File: src/rtl/rv32i_defs.sv
// Shared RV32I definitions for the front end: canonical NOP, fetch buffer entry and fetch FSM states.
package rv32i_defs;

    localparam logic [31:0] RV32I_NOP = 32'h0000_0013;

    typedef struct packed {
        logic [31:0] pc;
        logic [31:0] instr;
        logic        fault;
    } fetch_entry_t;

    typedef enum logic {
        RUN  = 1'b0,
        HALT = 1'b1
    } fetch_state_t;

endpackage

File: src/rtl/instr_memory_if.sv
// Instruction memory port: the CPU drives a byte address and the memory returns the word combinationally.
interface instr_memory_if;
    logic [31:0] addr;
    logic [31:0] instr;

    modport cpu (output addr, input instr);
    modport mem (input addr, output instr);
endinterface

File: src/rtl/fetch_fifo.sv
// Small circular buffer of fetch entries with flush; a push while full is accepted only alongside a pop.
module fetch_fifo
    import rv32i_defs::*;
#(
    parameter int DEPTH = 2
) (
    input  logic         clk,
    input  logic         rst,
    input  logic         push,
    input  logic         pop,
    input  logic         flush,
    input  fetch_entry_t wr_entry,
    output fetch_entry_t rd_entry,
    output logic         full,
    output logic         empty
);
    localparam int AW = $clog2(DEPTH);

    fetch_entry_t   entries_reg [DEPTH];
    logic [AW-1:0]  wr_ptr_reg;
    logic [AW-1:0]  rd_ptr_reg;
    logic [AW:0]    count_reg;
    logic           do_push;
    logic           do_pop;

    assign full    = (count_reg == (AW+1)'(DEPTH));
    assign empty   = (count_reg == '0);
    assign do_pop  = pop & ~empty & ~flush;
    // When full, the write slot equals the head slot; the head is read out before it is overwritten.
    assign do_push = push & (~full | do_pop) & ~flush;

    assign rd_entry = empty ? '0 : entries_reg[rd_ptr_reg];

    generate
        for (genvar gi = 0; gi < DEPTH; gi++) begin : g_entry
            always_ff @(posedge clk or posedge rst) begin
                if (rst) begin
                    entries_reg[gi] <= '0;
                end else if (do_push && (wr_ptr_reg == AW'(gi))) begin
                    entries_reg[gi] <= wr_entry;
                end
            end
        end
    endgenerate

    always_ff @(posedge clk or posedge rst) begin
        if (rst) begin
            wr_ptr_reg <= '0;
            rd_ptr_reg <= '0;
            count_reg  <= '0;
        end else if (flush) begin
            wr_ptr_reg <= '0;
            rd_ptr_reg <= '0;
            count_reg  <= '0;
        end else begin
            if (do_push) wr_ptr_reg <= wr_ptr_reg + 1'b1;
            if (do_pop)  rd_ptr_reg <= rd_ptr_reg + 1'b1;
            if (do_push && !do_pop)      count_reg <= count_reg + 1'b1;
            else if (do_pop && !do_push) count_reg <= count_reg - 1'b1;
        end
    end

endmodule

File: src/rtl/instr_fetch.sv
// RV32I fetch stage: PC register, RUN/HALT control, fault detection and a buffered valid/ready path to decode.
module instr_fetch
    import rv32i_defs::*;
#(
    parameter logic [31:0] RESET_PC   = 32'h0000_0000,
    parameter int          NUM_INSTR  = 32,
    parameter int          FIFO_DEPTH = 2
) (
    input  logic               clk,
    input  logic               rst,
    instr_memory_if.cpu        instr_mem_if,
    input  logic               redirect_valid,
    input  logic [31:0]        redirect_pc,
    output logic               fd_valid,
    input  logic               fd_ready,
    output logic [31:0]        fd_instr,
    output logic [31:0]        fd_pc,
    output logic               fd_fault
);
    localparam logic [31:0] LAST_ADDR = 32'(NUM_INSTR * 4 - 4);

    fetch_state_t state_reg, state_next;
    logic [31:0]  pc_reg, pc_next;
    logic         fifo_full, fifo_empty;
    logic         push, pop, pc_fault;
    fetch_entry_t push_entry, head_entry;

    assign instr_mem_if.addr = pc_reg;
    assign pc_fault          = (pc_reg[1:0] != 2'b00) || (pc_reg > LAST_ADDR);

    assign fd_valid = ~fifo_empty & ~redirect_valid;
    assign pop      = fd_valid & fd_ready;
    assign fd_instr = head_entry.instr;
    assign fd_pc    = head_entry.pc;
    assign fd_fault = head_entry.fault;

    always_comb begin
        state_next       = state_reg;
        pc_next          = pc_reg;
        push             = 1'b0;
        push_entry.pc    = pc_reg;
        push_entry.instr = pc_fault ? RV32I_NOP : instr_mem_if.instr;
        push_entry.fault = pc_fault;
        if (redirect_valid) begin
            state_next = RUN;
            pc_next    = redirect_pc;
        end else if (state_reg == RUN && (!fifo_full || pop)) begin
            push = 1'b1;
            // A faulting PC is reported once and then held until execute steers us elsewhere.
            if (pc_fault) state_next = HALT;
            else          pc_next    = pc_reg + 32'd4;
        end
    end

    always_ff @(posedge clk or posedge rst) begin
        if (rst) begin
            state_reg <= RUN;
            pc_reg    <= RESET_PC;
        end else begin
            state_reg <= state_next;
            pc_reg    <= pc_next;
        end
    end

    fetch_fifo #(
        .DEPTH (FIFO_DEPTH)
    ) u_fifo (
        .clk      (clk),
        .rst      (rst),
        .push     (push),
        .pop      (pop),
        .flush    (redirect_valid),
        .wr_entry (push_entry),
        .rd_entry (head_entry),
        .full     (fifo_full),
        .empty    (fifo_empty)
    );

endmodule

File: src/flat_wrapper.sv
// flat-port wrapper written by rule: the top's interface ports become plain ports
module instr_fetch_flat import rv32i_defs::*;
#(
    parameter logic [31:0] RESET_PC   = 32'h0000_0000,
    parameter int          NUM_INSTR  = 32,
    parameter int          FIFO_DEPTH = 2
)
  (clk, rst, redirect_valid, redirect_pc, fd_valid, fd_ready, fd_instr, fd_pc, fd_fault, instr_mem_if_addr, instr_mem_if_instr);
  instr_memory_if instr_mem_if_i ();
  input  logic clk;
  input  logic rst;
  input  logic redirect_valid;
  input  logic [31:0] redirect_pc;
  output logic fd_valid;
  input  logic fd_ready;
  output logic [31:0] fd_instr;
  output logic [31:0] fd_pc;
  output logic fd_fault;
  output wire logic [$bits(instr_mem_if_i.addr)-1:0] instr_mem_if_addr;
  input wire logic [$bits(instr_mem_if_i.instr)-1:0] instr_mem_if_instr;
  assign instr_mem_if_addr = instr_mem_if_i.addr;
  assign instr_mem_if_i.instr = instr_mem_if_instr;
  instr_fetch #(.RESET_PC(RESET_PC), .NUM_INSTR(NUM_INSTR), .FIFO_DEPTH(FIFO_DEPTH)) u_core (.clk(clk), .rst(rst), .instr_mem_if(instr_mem_if_i), .redirect_valid(redirect_valid), .redirect_pc(redirect_pc), .fd_valid(fd_valid), .fd_ready(fd_ready), .fd_instr(fd_instr), .fd_pc(fd_pc), .fd_fault(fd_fault));
endmodule
File: config.mk
export PLATFORM = sky130hd
export DESIGN_NAME = instr_fetch_flat
export DESIGN_NICKNAME = d
export VERILOG_FILES = /design/src/rtl/rv32i_defs.sv /design/src/rtl/instr_memory_if.sv /design/src/rtl/fetch_fifo.sv /design/src/rtl/instr_fetch.sv /design/src/flat_wrapper.sv
export SDC_FILE = /design/constraint.sdc
export NUM_CORES = 1
export LEC_CHECK = 0
export BUFFER_PORTS_ARGS = -buffer_cell sky130_fd_sc_hd__buf_2
export CORE_MARGIN = 1.5
export CORE_UTILIZATION = 50
export DETAILED_ROUTE_END_ITERATION = 10
export PLACE_DENSITY_LB_ADDON = 0.05
export SLEW_MARGIN = 40
export SYNTH_ARGS = -nofsm -noshare
export SYNTH_HDL_FRONTEND = slang
export SYNTH_SLANG_ARGS = --single-unit
File: constraint.sdc
create_clock -name clk -period 5.7 [get_ports clk]
set_input_delay 0.57 -clock clk [delete_from_list [all_inputs] [get_ports clk]]
set_output_delay 0.57 -clock clk [all_outputs]
set_load 0.01 [all_outputs]
; Word-level counts from Yosys, hierarchy flattened
; Cells that the tools add are included.
[op_classes]
eq_ne = 2
n_reduce_logical = 19
n_bitwise = 13
n_lt_le_gt_ge = 2
add_sub_neg = 5
muxes = 20
[op_table]
columns = operator, n
row1 = $mux 65, 4
row2 = $mux 32, 4
row3 = $add 32x3->32 const B, 1
row4 = $gt 32x7->1 const B, 1
row5 = $reduce_bool 2->1, 5
row6 = $mux 1, 9
row7 = $and 1x1->1, 6
row8 = $mux 2, 3
row9 = $logic_and 1x1->1, 5
row10 = $not 1->1, 5
row11 = $reduce_and 2->1, 2
row12 = $logic_not 1->1, 3
row13 = $reduce_bool 3->1, 1
row14 = $add 1x1->1 const B, 2
row15 = $add 2x1->2 const B, 1
row16 = $eq 2x2->1 const B, 1
row17 = $ge 2x2->1 const B, 1
row18 = $logic_not 2->1, 1
row19 = $logic_or 1x1->1, 2
row20 = $ne 2x2->1 const B, 1
row21 = $not 1->2, 1
row22 = $sub 2x1->2 const B, 1
row23 = $or 1x1->1, 1
[totals]
ff_bits = 167
wordCells = 72
in_bits = 68

; Longest topological paths before layout
[logic_depth]
word_depth = 15
depth_mapped = 7
ltp_nobuf = 5

; Cells and area by module
; Synthesis repeated with hierarchy kept, for this count alone.
[hier_totals]
hier_cells = 642
area_unflattened_um2 = 8120.3
[by_module_without_submodules]
columns = mod, cells_each, area_each_um2, seq_area_each_um2, n_inst
row1 = fetch_fifo, 445, 6152.2, 3353.2, 1
row2 = instr_fetch, 197, 1968.1, 825.8, 1

; Worst setup path before layout
; No wires, ideal clock.
[synth_timing]
kind = input port to flip-flop
startpoint = input port fd_ready
endpoint = register u_core.pc_reg[7], in the netlist u_core.instr_mem_if.addr[7]
path_slack_ns = 3.814
required_ns = 5.627
n_path_buf = 2
t_arrival_ns = 1.813
path_stages = 6
path_cell_list = buf_2 -> nor2b_1 -> o2111ai_1 -> buf_2 -> or4_4 -> a2bb2oi_2
[synth_between]
elab_chain_len = 5
[synth_rtl]
columns = item, line
row1 = from (decl), flat_wrapper.sv:15  ; input logic fd_ready;
row2 = $and 1x1->1, instr_fetch.sv:32  ; assign pop = fd_valid & fd_ready;
row3 = $logic_or 1x1->1, instr_fetch.sv:47  ; end else if (state_reg == RUN && (!fifo_full || pop)) begin
row4 = $logic_and 1x1->1, instr_fetch.sv:47
row5 = $reduce_bool 2->1 (no source line), -
row6 = $reduce_and 2->1 (no source line), -
row7 = to (signal assigned), instr_fetch.sv:61  ; pc_reg <= pc_next;
row8 = to (decl), instr_fetch.sv:23  ; logic [31:0] pc_reg, pc_next;
; Every way passes these cells.
; A chain may end at the register's enable or synchronous reset.

; Worst setup path in the final report
[layout_timing]
startpoint = register u_core.u_fifo.rd_ptr_reg
endpoint = output port fd_pc[14]
[layout_between]
elab_chain_len = 5
[layout_rtl]
columns = item, line
row1 = from (decl), fetch_fifo.sv:21  ; logic [AW-1:0] rd_ptr_reg;
row2 = from (signal assigned), fetch_fifo.sv:57  ; if (do_pop) rd_ptr_reg <= rd_ptr_reg + 1'b1;
row3 = $not 1->2 (implied by the code), fetch_fifo.sv:32  ; assign rd_entry = empty ? '0 : entries_reg[rd_ptr_reg];
row4 = $mux 65 (implied by the code) (3 in series), fetch_fifo.sv:32
row5 = $mux 65, fetch_fifo.sv:32
row6 = to (decl), flat_wrapper.sv:17  ; output logic [31:0] fd_pc;
; Every way passes these cells. The select of a mux whose other input is x is not followed.

==> results.md <==
- Gr usage total: 21.28%
- Vias in the first global route: 5541
- Clock Pin Slew Worst Setup and Hold Paths: 0.06 ns
- Mean cell area of the mapped netlist: 11.32 um2
- LEAKAGE: 4.326 nW
- Flops & latches, synth: 167
- GR Overflow Total: 0
- Max Cap Viol: 0
- Multi-input gate area: 3207 um2
- DIE AREA: 16750 um2
- Largest net degree at the start of global routing: 120
- Critical path arrival: 2.44 ns
- Critical Path Start Type: register
- Dpl hpwl: 10820 um
- Post-synth top flop: dfrtp_1
- RePlAce Congestion: 0.7540
- Maximum vdd drop: 0.0002512 V
- Fin crit share: 52.81%
- Area Growth Syn to Fin: 18.32%
- First-pass GRT wire length: 27710 um
- Post-DRT Antenna Nets: 0
- Clk buf depth: 2
- Dpl cell area: 8691 um2
- Initial antenna violation count: 1
- Tmin final: 3.010 ns
- Worst-skew pair later-pin latency: 0.42 ns
- Cell Pwr Density: 360.5 nW/um2
- # port buffers: 165
- Least-Margin Pin Slew: 0.7352 ns
- Initial Utilization: 50.68%
- Die H: 129.4 um
- Cell Rows: 46
- Worst reg-to-reg path cell count: 5
- # H-tree levels: 4
- DRC viols: 0
- Most common cell after layout, fill and taps aside: dfrtp_1
- Share of layout cells above drive strength 1: 38.41%
- Crit Path Max Fanout: 35
- Synth Instances: 706
- Worst hold path type: in -> async
- Drt total wl: 17130 um
- Skew final: 0.005809 ns
- Syn nets: 775
- Critical R2R Launch: u_core.instr_mem_if.addr[19]$_DFFE_PP0P_
- Yosys cell types: 42
- Sequential cell area: 4183 um2
- Detailed-route via count: 5471
- Final Slew Violations: 0
- R2R Setup Slk: 2.91 ns
- Initial DRC count: 232
- Final setup fails: 0
- Nets: 884
- Synthesized area: 7993 um2
- TritonCTS buffer count: 17
- First-pass DRT Iterations: 4
- Postcts setup bufs: 0
- Io pins: 166
- Root Driver: clkbuf_16
- Via density: 5.235
- Setup TNS: 0 ns
- Hold buffers post-CTS: 0
- Post-synth EDFFs: 0
- Slew headroom: 50.98%
- Max reg flops: 130
- Chip width: 129.4 um
- Post_cts resized: 0
- Worst reg2reg endpoint: u_core.u_fifo.entries_reg[85]$_DFFE_PP0P_
- # clock sinks: 167
- Cell area after layout: 9457 um2
- Outcome: finished, final reports clean
- Fraction of registers with async set/reset: 100.0%
- Worst Setup End Kind: primary output
- Core area: 15770 um2
- RSZ-0062 raised after global routing: no
- YS warnings: 0
- Required time of the critical path: 5.13 ns
- Commonest non-fill, non-tap cells in the layout: dfrtp_1, buf_2, mux2_2
- DR WL/cell: 16.39 um
- CTS tree: yes
- Register area share after synthesis: 52.29%
- Maximum clock frequency: 0.3322 GHz
- FILL cells: 1368
- Final Hold Violating Endpoints: 0
- Critical path class: reg -> out
-- cells in the mapped netlist, types with 2 or more instances --
master / count / area (um2)
buf_6: 5 / 56.30
a21oi_1: 2 / 10.01
buf_4: 34 / 255.2
o21ai_0: 8 / 40.04
a31oi_1: 4 / 25.02
buf_1: 9 / 33.78
or3_1: 2 / 12.51
mux2i_1: 65 / 650.6
o31a_1: 6 / 52.55
nand3_1: 5 / 25.02
buf_2: 25 / 125.1
nor2b_1: 2 / 12.51
mux2_2: 90 / 1013
o31ai_1: 50 / 375.4
nor2_1: 77 / 289.0
nand2b_1: 6 / 37.54
nand2_1: 64 / 240.2
xnor2_1: 2 / 17.52
inv_1: 35 / 131.4
clkbuf_1: 10 / 37.54
or4_1: 3 / 22.52
dfrtp_1: 167 / 4179
nor4_1: 5 / 31.28
nor3_1: 2 / 10.01
o2111ai_2: 2 / 30.03
o31ai_2: 10 / 125.1
-- through the flow --
stage | worst slack [ns] | std cells | power (mW) | hold WS (ns) | utilization [%]
detailed placement | 2.432 | 1011 | 2.023 | 0.4656 | 55.11
floorplan | 0.6116 | 706 | 1.870 | 0.4478 | -
global placement | 2.458 | 1010 | 1.993 | 0.4583 | 54.94
global route | 2.579 | 1045 | 3.564 | 0.2680 | 59.97
CTS | 2.600 | 1043 | 3.442 | 0.3561 | 59.77
finish | 2.690 | 1045 | 3.409 | 0.2189 | 59.97
-- critical path: stages (launching register included) --
cell,delay (ns)
dfrtp_4,0.81
buf_4,0.63
mux2i_1,0.32
nor2_1,0.07
buf_2,0.14
-- per-layer routing --
metal / part of all wire (%) / track usage [%] / vias up / wire length (um)
met5: 0 / 0 / - / 0
met4: 1.4 / 7.059 / 0 / 240
met3: 4.7 / 4.748 / 18 / 801
met2: 49 / 36.45 / 142 / 8448
met1: 45 / 26.85 / 2682 / 7638
li1: - / - / 2629 / -
-- worst max path at each step --
| stage | depth (start not counted) | start | slack (ns) | endpoint |
|---|---|---|---|---|
| after floorplan | 1 | rst | 0.61 | u_core.instr_mem_if.addr[0]$_DFFE_PP0P_ |
| after global placement | 5 | redirect_valid | 2.46 | u_core.u_fifo.entries_reg[120]$_DFFE_PP0P_ |
| after detailed placement | 6 | redirect_valid | 2.43 | u_core.u_fifo.entries_reg[52]$_DFFE_PP0P_ |
| after CTS | 4 | u_core.u_fifo.rd_ptr_reg$_DFFE_PP0P_ | 2.60 | fd_pc[14] |
| after global routing | 4 | u_core.u_fifo.rd_ptr_reg$_DFFE_PP0P_ | 2.58 | fd_pc[14] |
| final | 4 | u_core.u_fifo.rd_ptr_reg$_DFFE_PP0P_ | 2.69 | fd_pc[14] |
-- logic make-up after synthesis --
logic type	Yosys count	synth area share [%]
XOR/XNOR	3	0.3288
AO/OA/AOI/OAI	88	8.923
adder cells (fa/ha/maj)	1	0.1565
AND/OR/NAND/NOR	173	9.440
buffers and inverters	119	8.046
multiplexers	155	20.82
flip-flops	167	52.29
-- power by group --
| part | internal [mW] | total (mW) | switching (mW) |
|---|---|---|---|
| logic | 0.263 | 0.510 | 0.247 |
| clock network | 0.947 | 1.41 | 0.461 |
| registers | 1.36 | 1.49 | 0.127 |
| total | 2.57 | 3.41 | 0.835 |
-- final cells by class --
type | instances | area share (%)
Clock buffer | 20 | 4.935
Clock inverter | 12 | 2.831
Multi-Input combinational cell | 420 | 33.91
Inverter | 36 | 1.561
Sequential cell | 167 | 44.23
Antenna cell | 1 | 0.02646
Timing Repair Buffer | 173 | 9.645
Tap cell | 216 | 2.858
Power figures use the tool's default switching activity.
